$ cat config.mk
export PLATFORM = sky130hd
export DESIGN_NAME = sfp_norm_seq_flat
export DESIGN_NICKNAME = d
export VERILOG_FILES = /design/src/rtl/sfp_norm_seq_if.sv /design/src/rtl/sfp_norm_seq.sv /design/src/flat_wrapper.sv
export SDC_FILE = /design/constraint.sdc
export NUM_CORES = 1
export LEC_CHECK = 0
export ABC_AREA = 1
export CORE_MARGIN = 4
export CORE_UTILIZATION = 51
export CTS_CLUSTER_SIZE = 28
export DETAILED_ROUTE_END_ITERATION = 12
export GPL_TIMING_DRIVEN = 0
export PLACE_DENSITY = 0.86
export SKIP_CTS_REPAIR_TIMING = 1
export SYNTH_ARGS = -nofsm -noshare
export SYNTH_HDL_FRONTEND = slang
export SYNTH_SLANG_ARGS = --single-unit
$ cat constraint.sdc
create_clock -name clk -period 17.1 [get_ports clk]
set_input_delay 2.565 -clock clk [delete_from_list [all_inputs] [get_ports clk]]
set_output_delay 2.565 -clock clk [all_outputs]
set_load 0.01 [all_outputs]
$ cat src/rtl/sfp_norm_seq_if.sv
// Handshake bundle for sfp_norm_seq: psum vector in, normalized vector out,
// plus the debug abs-sum and busy flag.
interface sfp_norm_seq_if #(
    parameter int bw_psum = 20,
    parameter int col     = 8
);
    logic                      in_valid;
    logic                      in_ready;
    logic [col*bw_psum-1:0]    in_data;
    logic                      out_valid;
    logic                      out_ready;
    logic [col*bw_psum-1:0]    out_data;
    logic [bw_psum+3:0]        sum_out;
    logic                      busy;

    modport master (
        output in_valid, in_data, out_ready,
        input  in_ready, out_valid, out_data, sum_out, busy
    );

    modport slave (
        input  in_valid, in_data, out_ready,
        output in_ready, out_valid, out_data, sum_out, busy
    );
endinterface

$ cat src/rtl/sfp_norm_seq.sv
// Self-timed normalizer: accumulates |x| over one psum vector, then divides
// every element by (sum >> shift) with a bit-serial restoring divider.
module sfp_norm_seq #(
    parameter int bw_psum = 20,
    parameter int col     = 8,
    parameter int shift   = 7
) (
    input  logic          clk,
    input  logic          reset,
    sfp_norm_seq_if.slave bus
);
    localparam int IW   = (col > 1) ? $clog2(col) : 1;
    localparam int BW_W = $clog2(bw_psum);
    localparam int SW   = bw_psum + 4;
    localparam int RW   = SW + 1;

    localparam logic [1:0] S_IDLE = 2'd0;
    localparam logic [1:0] S_ACC  = 2'd1;
    localparam logic [1:0] S_DIV  = 2'd2;
    localparam logic [1:0] S_OUT  = 2'd3;

    localparam logic [IW-1:0]   LAST_IDX = IW'(col - 1);
    localparam logic [BW_W-1:0] LAST_BIT = BW_W'(bw_psum - 1);

    logic [1:0]             state_q, state_d;
    logic [col*bw_psum-1:0] data_q, data_d;
    logic [col*bw_psum-1:0] out_q, out_d;
    logic [SW-1:0]          sum_q, sum_d;
    logic [IW-1:0]          idx_q, idx_d;
    logic [BW_W-1:0]        bit_q, bit_d;
    logic [RW-1:0]          rem_q, rem_d;
    logic [bw_psum-1:0]     quo_q, quo_d;

    logic [bw_psum-1:0] x_elem;
    logic [bw_psum-1:0] abs_x;
    logic [bw_psum-1:0] quo_next;
    logic [bw_psum-1:0] result;
    logic [SW-1:0]      div_raw;
    logic [SW-1:0]      divisor;
    logic [RW-1:0]      trial;
    logic               fits;

    always_comb begin
        x_elem = '0;
        for (int i = 0; i < col; i++) begin
            if (idx_q == IW'(i)) x_elem = data_q[i*bw_psum +: bw_psum];
        end
    end

    // Unsigned magnitude, so the most negative element maps to 2^(bw_psum-1).
    assign abs_x    = x_elem[bw_psum-1] ? -x_elem : x_elem;
    assign div_raw  = sum_q >> shift;
    assign divisor  = (div_raw == '0) ? SW'(1) : div_raw;
    assign trial    = {rem_q[RW-2:0], abs_x[LAST_BIT - bit_q]};
    assign fits     = (trial >= {1'b0, divisor});
    assign quo_next = {quo_q[bw_psum-2:0], fits};
    assign result   = x_elem[bw_psum-1] ? -quo_next : quo_next;

    always_comb begin
        state_d = state_q;
        data_d  = data_q;
        out_d   = out_q;
        sum_d   = sum_q;
        idx_d   = idx_q;
        bit_d   = bit_q;
        rem_d   = rem_q;
        quo_d   = quo_q;
        case (state_q)
            S_IDLE: begin
                if (bus.in_valid) begin
                    data_d  = bus.in_data;
                    sum_d   = '0;
                    idx_d   = '0;
                    state_d = S_ACC;
                end
            end
            S_ACC: begin
                sum_d = sum_q + SW'(abs_x);
                idx_d = idx_q + 1'b1;
                if (idx_q == LAST_IDX) begin
                    idx_d   = '0;
                    bit_d   = '0;
                    rem_d   = '0;
                    quo_d   = '0;
                    state_d = S_DIV;
                end
            end
            S_DIV: begin
                rem_d = fits ? (trial - {1'b0, divisor}) : trial;
                quo_d = quo_next;
                bit_d = bit_q + 1'b1;
                if (bit_q == LAST_BIT) begin
                    for (int i = 0; i < col; i++) begin
                        if (idx_q == IW'(i)) out_d[i*bw_psum +: bw_psum] = result;
                    end
                    rem_d = '0;
                    quo_d = '0;
                    bit_d = '0;
                    idx_d = idx_q + 1'b1;
                    if (idx_q == LAST_IDX) begin
                        idx_d   = '0;
                        state_d = S_OUT;
                    end
                end
            end
            default: begin
                if (bus.out_ready) state_d = S_IDLE;
            end
        endcase
    end

    always_ff @(posedge clk or posedge reset) begin
        if (reset) begin
            state_q <= S_IDLE;
            data_q  <= '0;
            out_q   <= '0;
            sum_q   <= '0;
            idx_q   <= '0;
            bit_q   <= '0;
            rem_q   <= '0;
            quo_q   <= '0;
        end else begin
            state_q <= state_d;
            data_q  <= data_d;
            out_q   <= out_d;
            sum_q   <= sum_d;
            idx_q   <= idx_d;
            bit_q   <= bit_d;
            rem_q   <= rem_d;
            quo_q   <= quo_d;
        end
    end

    assign bus.in_ready  = (state_q == S_IDLE);
    assign bus.out_valid = (state_q == S_OUT);
    assign bus.busy      = (state_q == S_ACC) || (state_q == S_DIV);
    assign bus.out_data  = out_q;
    assign bus.sum_out   = sum_q;
endmodule

$ cat src/flat_wrapper.sv
// flat-port wrapper written by rule: the top's interface ports become plain ports
module sfp_norm_seq_flat 
#(
    parameter int bw_psum = 20,
    parameter int col     = 8,
    parameter int shift   = 7
)
  (clk, reset, bus_in_valid, bus_in_data, bus_out_ready, bus_in_ready, bus_out_valid, bus_out_data, bus_sum_out, bus_busy);
  sfp_norm_seq_if #(.bw_psum(bw_psum), .col(col)) bus_i ();
  input  logic clk;
  input  logic reset;
  input wire logic [$bits(bus_i.in_valid)-1:0] bus_in_valid;
  input wire logic [$bits(bus_i.in_data)-1:0] bus_in_data;
  input wire logic [$bits(bus_i.out_ready)-1:0] bus_out_ready;
  output wire logic [$bits(bus_i.in_ready)-1:0] bus_in_ready;
  output wire logic [$bits(bus_i.out_valid)-1:0] bus_out_valid;
  output wire logic [$bits(bus_i.out_data)-1:0] bus_out_data;
  output wire logic [$bits(bus_i.sum_out)-1:0] bus_sum_out;
  output wire logic [$bits(bus_i.busy)-1:0] bus_busy;
  assign bus_i.in_valid = bus_in_valid;
  assign bus_i.in_data = bus_in_data;
  assign bus_i.out_ready = bus_out_ready;
  assign bus_in_ready = bus_i.in_ready;
  assign bus_out_valid = bus_i.out_valid;
  assign bus_out_data = bus_i.out_data;
  assign bus_sum_out = bus_i.sum_out;
  assign bus_busy = bus_i.busy;
  sfp_norm_seq #(.bw_psum(bw_psum), .col(col), .shift(shift)) u_core (.clk(clk), .reset(reset), .bus(bus_i));
endmodule
==> results.sh <==
export IMPL_status="complete, no violations"
export IMPL_clock_sinks=397
export IMPL_holdCritPathClass="reg2reg"
export IMPL_arrival_ps=8150
export IMPL_coreArea_sq_um=38800
export IMPL_gr_usage_met2_pct=49.2
export IMPL_worst_pin_slew_ps=1360
export IMPL_numCtsBuffers=42
export IMPL_pin_count=351
export IMPL_dp_hpwl_microns=49000
export IMPL_antenna_left=0
export IMPL_synth_nets=2792
export IMPL_cp_max_fo=10
export IMPL_via_per_inst=5.60
export IMPL_hold_violations=0
export IMPL_regArea_sq_um=9930
export IMPL_cts_tree="yes"
export IMPL_grt_ovfl_total=0
export IMPL_drt_wirelength_per_cell_microns=18.5
export IMPL_busiest_layer="met2"
export IMPL_max_slew_margin_pct=8.52
export IMPL_path_buf_inv=9
export IMPL_fin_crit_sh_pct=44.9
export IMPL_yosysSeqAreaShare_pct=49.4
export IMPL_worst_setup_path_start_kind="flip-flop"
export IMPL_first_iter_violations=1958
export IMPL_clock_latency_ps=570
export IMPL_cp_top_family="simple AND/OR/NAND/NOR gates"
export IMPL_finalSetupViolations=0
export IMPL_grt_setup_unrepaired="false"
export IMPL_use_met3_pct=5.70
export IMPL_synth_enable_flop_cells=0
export IMPL_multiInputGateArea_sq_um=8560
export IMPL_skew_ps=32.5
export IMPL_drt_first_pass_iters=6
export IMPL_vias=19700
export IMPL_ys_async_sr_fraction_pct=100
export IMPL_synth_top_cell_by_area="dfrtp_1"
export IMPL_nets=3189
export IMPL_root_buffer="clkbuf_16"
export IMPL_clk_pin_slew_ps=60
export IMPL_drv_slew=0
export IMPL_cp_end_kind="flip-flop"
export IMPL_fin_hold_ws_ps=480
export IMPL_grt_antenna_before_repair=1
export IMPL_cts_buffer_depth=3
export IMPL_drc=0
export IMPL_slowest_delay_ps=490
export IMPL_total_power_mw=5.22
export IMPL_grt_pass1_vias=19300
export IMPL_ys_top_cells_by_count="905 x nand2_1, 397 x dfrtp_1, 299 x o21ai_0"
export IMPL_cp_common_cell="nand2_1"
export IMPL_cp_required_ps=17570
export IMPL_r2r_slack_ps=9420
export IMPL_start_util_pct=51.8
export IMPL_synth_flop_cell="dfrtp_1"
export IMPL_htree_levels=2
export IMPL_dieWidth_microns=207
export IMPL_area_delta_synth_final_pct=28.3
export IMPL_grtUsageTotal_pct=30.0
export IMPL_yosysWarnings=0
export IMPL_drt_wl_total_microns=65200
export IMPL_syn_cell_area_sq_um=20100
export IMPL_synthDistinctLibCells=62
export IMPL_die_y_microns=207
export IMPL_leakage_nw=12.5
export IMPL_fillCellCount=3002
export IMPL_crit_type="reg2reg"
export IMPL_grt_max_degree=124
export IMPL_maxCapViolCount=0
export IMPL_drive_gt1_share_pct=4.86
export IMPL_rows=72
export IMPL_fin_crit_ps=7680
export IMPL_synth_top_cell_area_share_pct=49.4
export IMPL_synth_cells=2574
export IMPL_grt_first_pass_wirelength_microns=101000
export IMPL_syn_avg_cell_area_sq_um=7.81
export IMPL_dieArea_sq_um=42700
export IMPL_crit_slowest_cell="clkbuf_1"
export IMPL_portBuffers=350
export IMPL_gpl_final_weighted_congestion=0.946
export IMPL_met1_usage_pct=38.1
export IMPL_synth_most_common_cell="nand2_1"
export IMPL_max_freq_mhz=130
export IMPL_ir_drop_mv=0.106
export IMPL_num_antenna_cells=0
export IMPL_synth_seq_cells=397
export IMPL_power_density_nw_per_um2=202
export IMPL_synth_area_leaders="dfrtp_1 49%, nand2_1 17%, o21ai_0 7.4%"
## metrics by stage
step,area (sq um),setup slack (ps),util (%),setup TNS (ps),cells
6_report,25800,9420,66.4,0,3523
3_3_place_gp,24300,-409,62.5,-145240,3442
3_5_place_dp,24300,9640,62.7,0,3445
4_1_cts,25800,9510,66.4,0,3523
5_1_grt,25800,8830,66.4,0,3523
2_1_floorplan,20100,3500,-,0,2574
## registers in the layout (all words and copies together), names as in the netlist
register,count
u_core.bus.out_data,160
u_core.data_q,160
u_core.bus.sum_out,24
u_core.rem_q,24
u_core.quo_q,19
u_core.bit_q,5
u_core.idx_q,3
u_core.state_q,2
## final cells by class
cell class                      count  share of cell area [%]
Tap cell                          518                    2.51
Buffer                            110                    1.97
Clock buffer                       64                    4.86
Inverter                          292                    4.30
Multi-Input combinational cell   1775                    33.2
Clock inverter                     14                   0.771
Sequential cell                   397                    38.5
Timing Repair Buffer              353                    13.9
## worst min-delay path: cells and delay by family (launching register included)
kind,cells,cell delay [ps]
DFF,1,340
and+or+nand+nor,2,110
## layer usage
metal | vias up | part of all wire (%)
met5 | - | 0.011
met3 | 226 | 9.0
met1 | 9348 | 39
li1 | 9024 | -
met2 | 1127 | 46
met4 | 2 | 5.8
## cells in the final DEF, fill, tap and decap left out, types with 52 or more instances in the layout
cell	Yosys	layout
a21oi_1	73	73
clkbuf_1	78	89
nand2_1	905	905
inv_1	276	275
nor2_1	101	101
dfrtp_1	397	397
clkdlybuf4s50_1	0	350
ha_1	52	52
o21ai_0	299	299
nand3_1	149	149
## kinds of logic after synthesis
group                    share of synthesized area [%]
AND/OR/NAND/NOR                                   24.8
AO/OA/AOI/OAI                                     12.5
buffers and inverters                             8.01
flip-flops                                        49.4
adder cells (fa/ha/maj)                           3.44
XOR/XNOR                                          1.81
## report_power, final
group	total, mW	internal (mW)	leakage (nW)	switching [mW]
combinational	2.95	0.948	6.58	2.00
clock	0.955	0.570	0.713	0.386
sequential	1.32	1.18	5.24	0.140
## final timing paths
| kind | from | to | cells past startpoint |
|---|---|---|---|
| setup / recovery | u_core.idx_q[0] | u_core.bus.out_data[76] | 46 |
| hold / removal | u_core.data_q[142] | u_core.data_q[142] | 2 |
| setup reg to reg | u_core.idx_q[0] | u_core.bus.out_data[76] | 46 |
| hold reg to reg | u_core.data_q[142] | u_core.data_q[142] | 2 |
| max in group asynchronous | reset | u_core.data_q[124] | 3 |
| min in group asynchronous | reset | u_core.bus.out_data[105] | 2 |
Power figures use the tool's default switching activity.
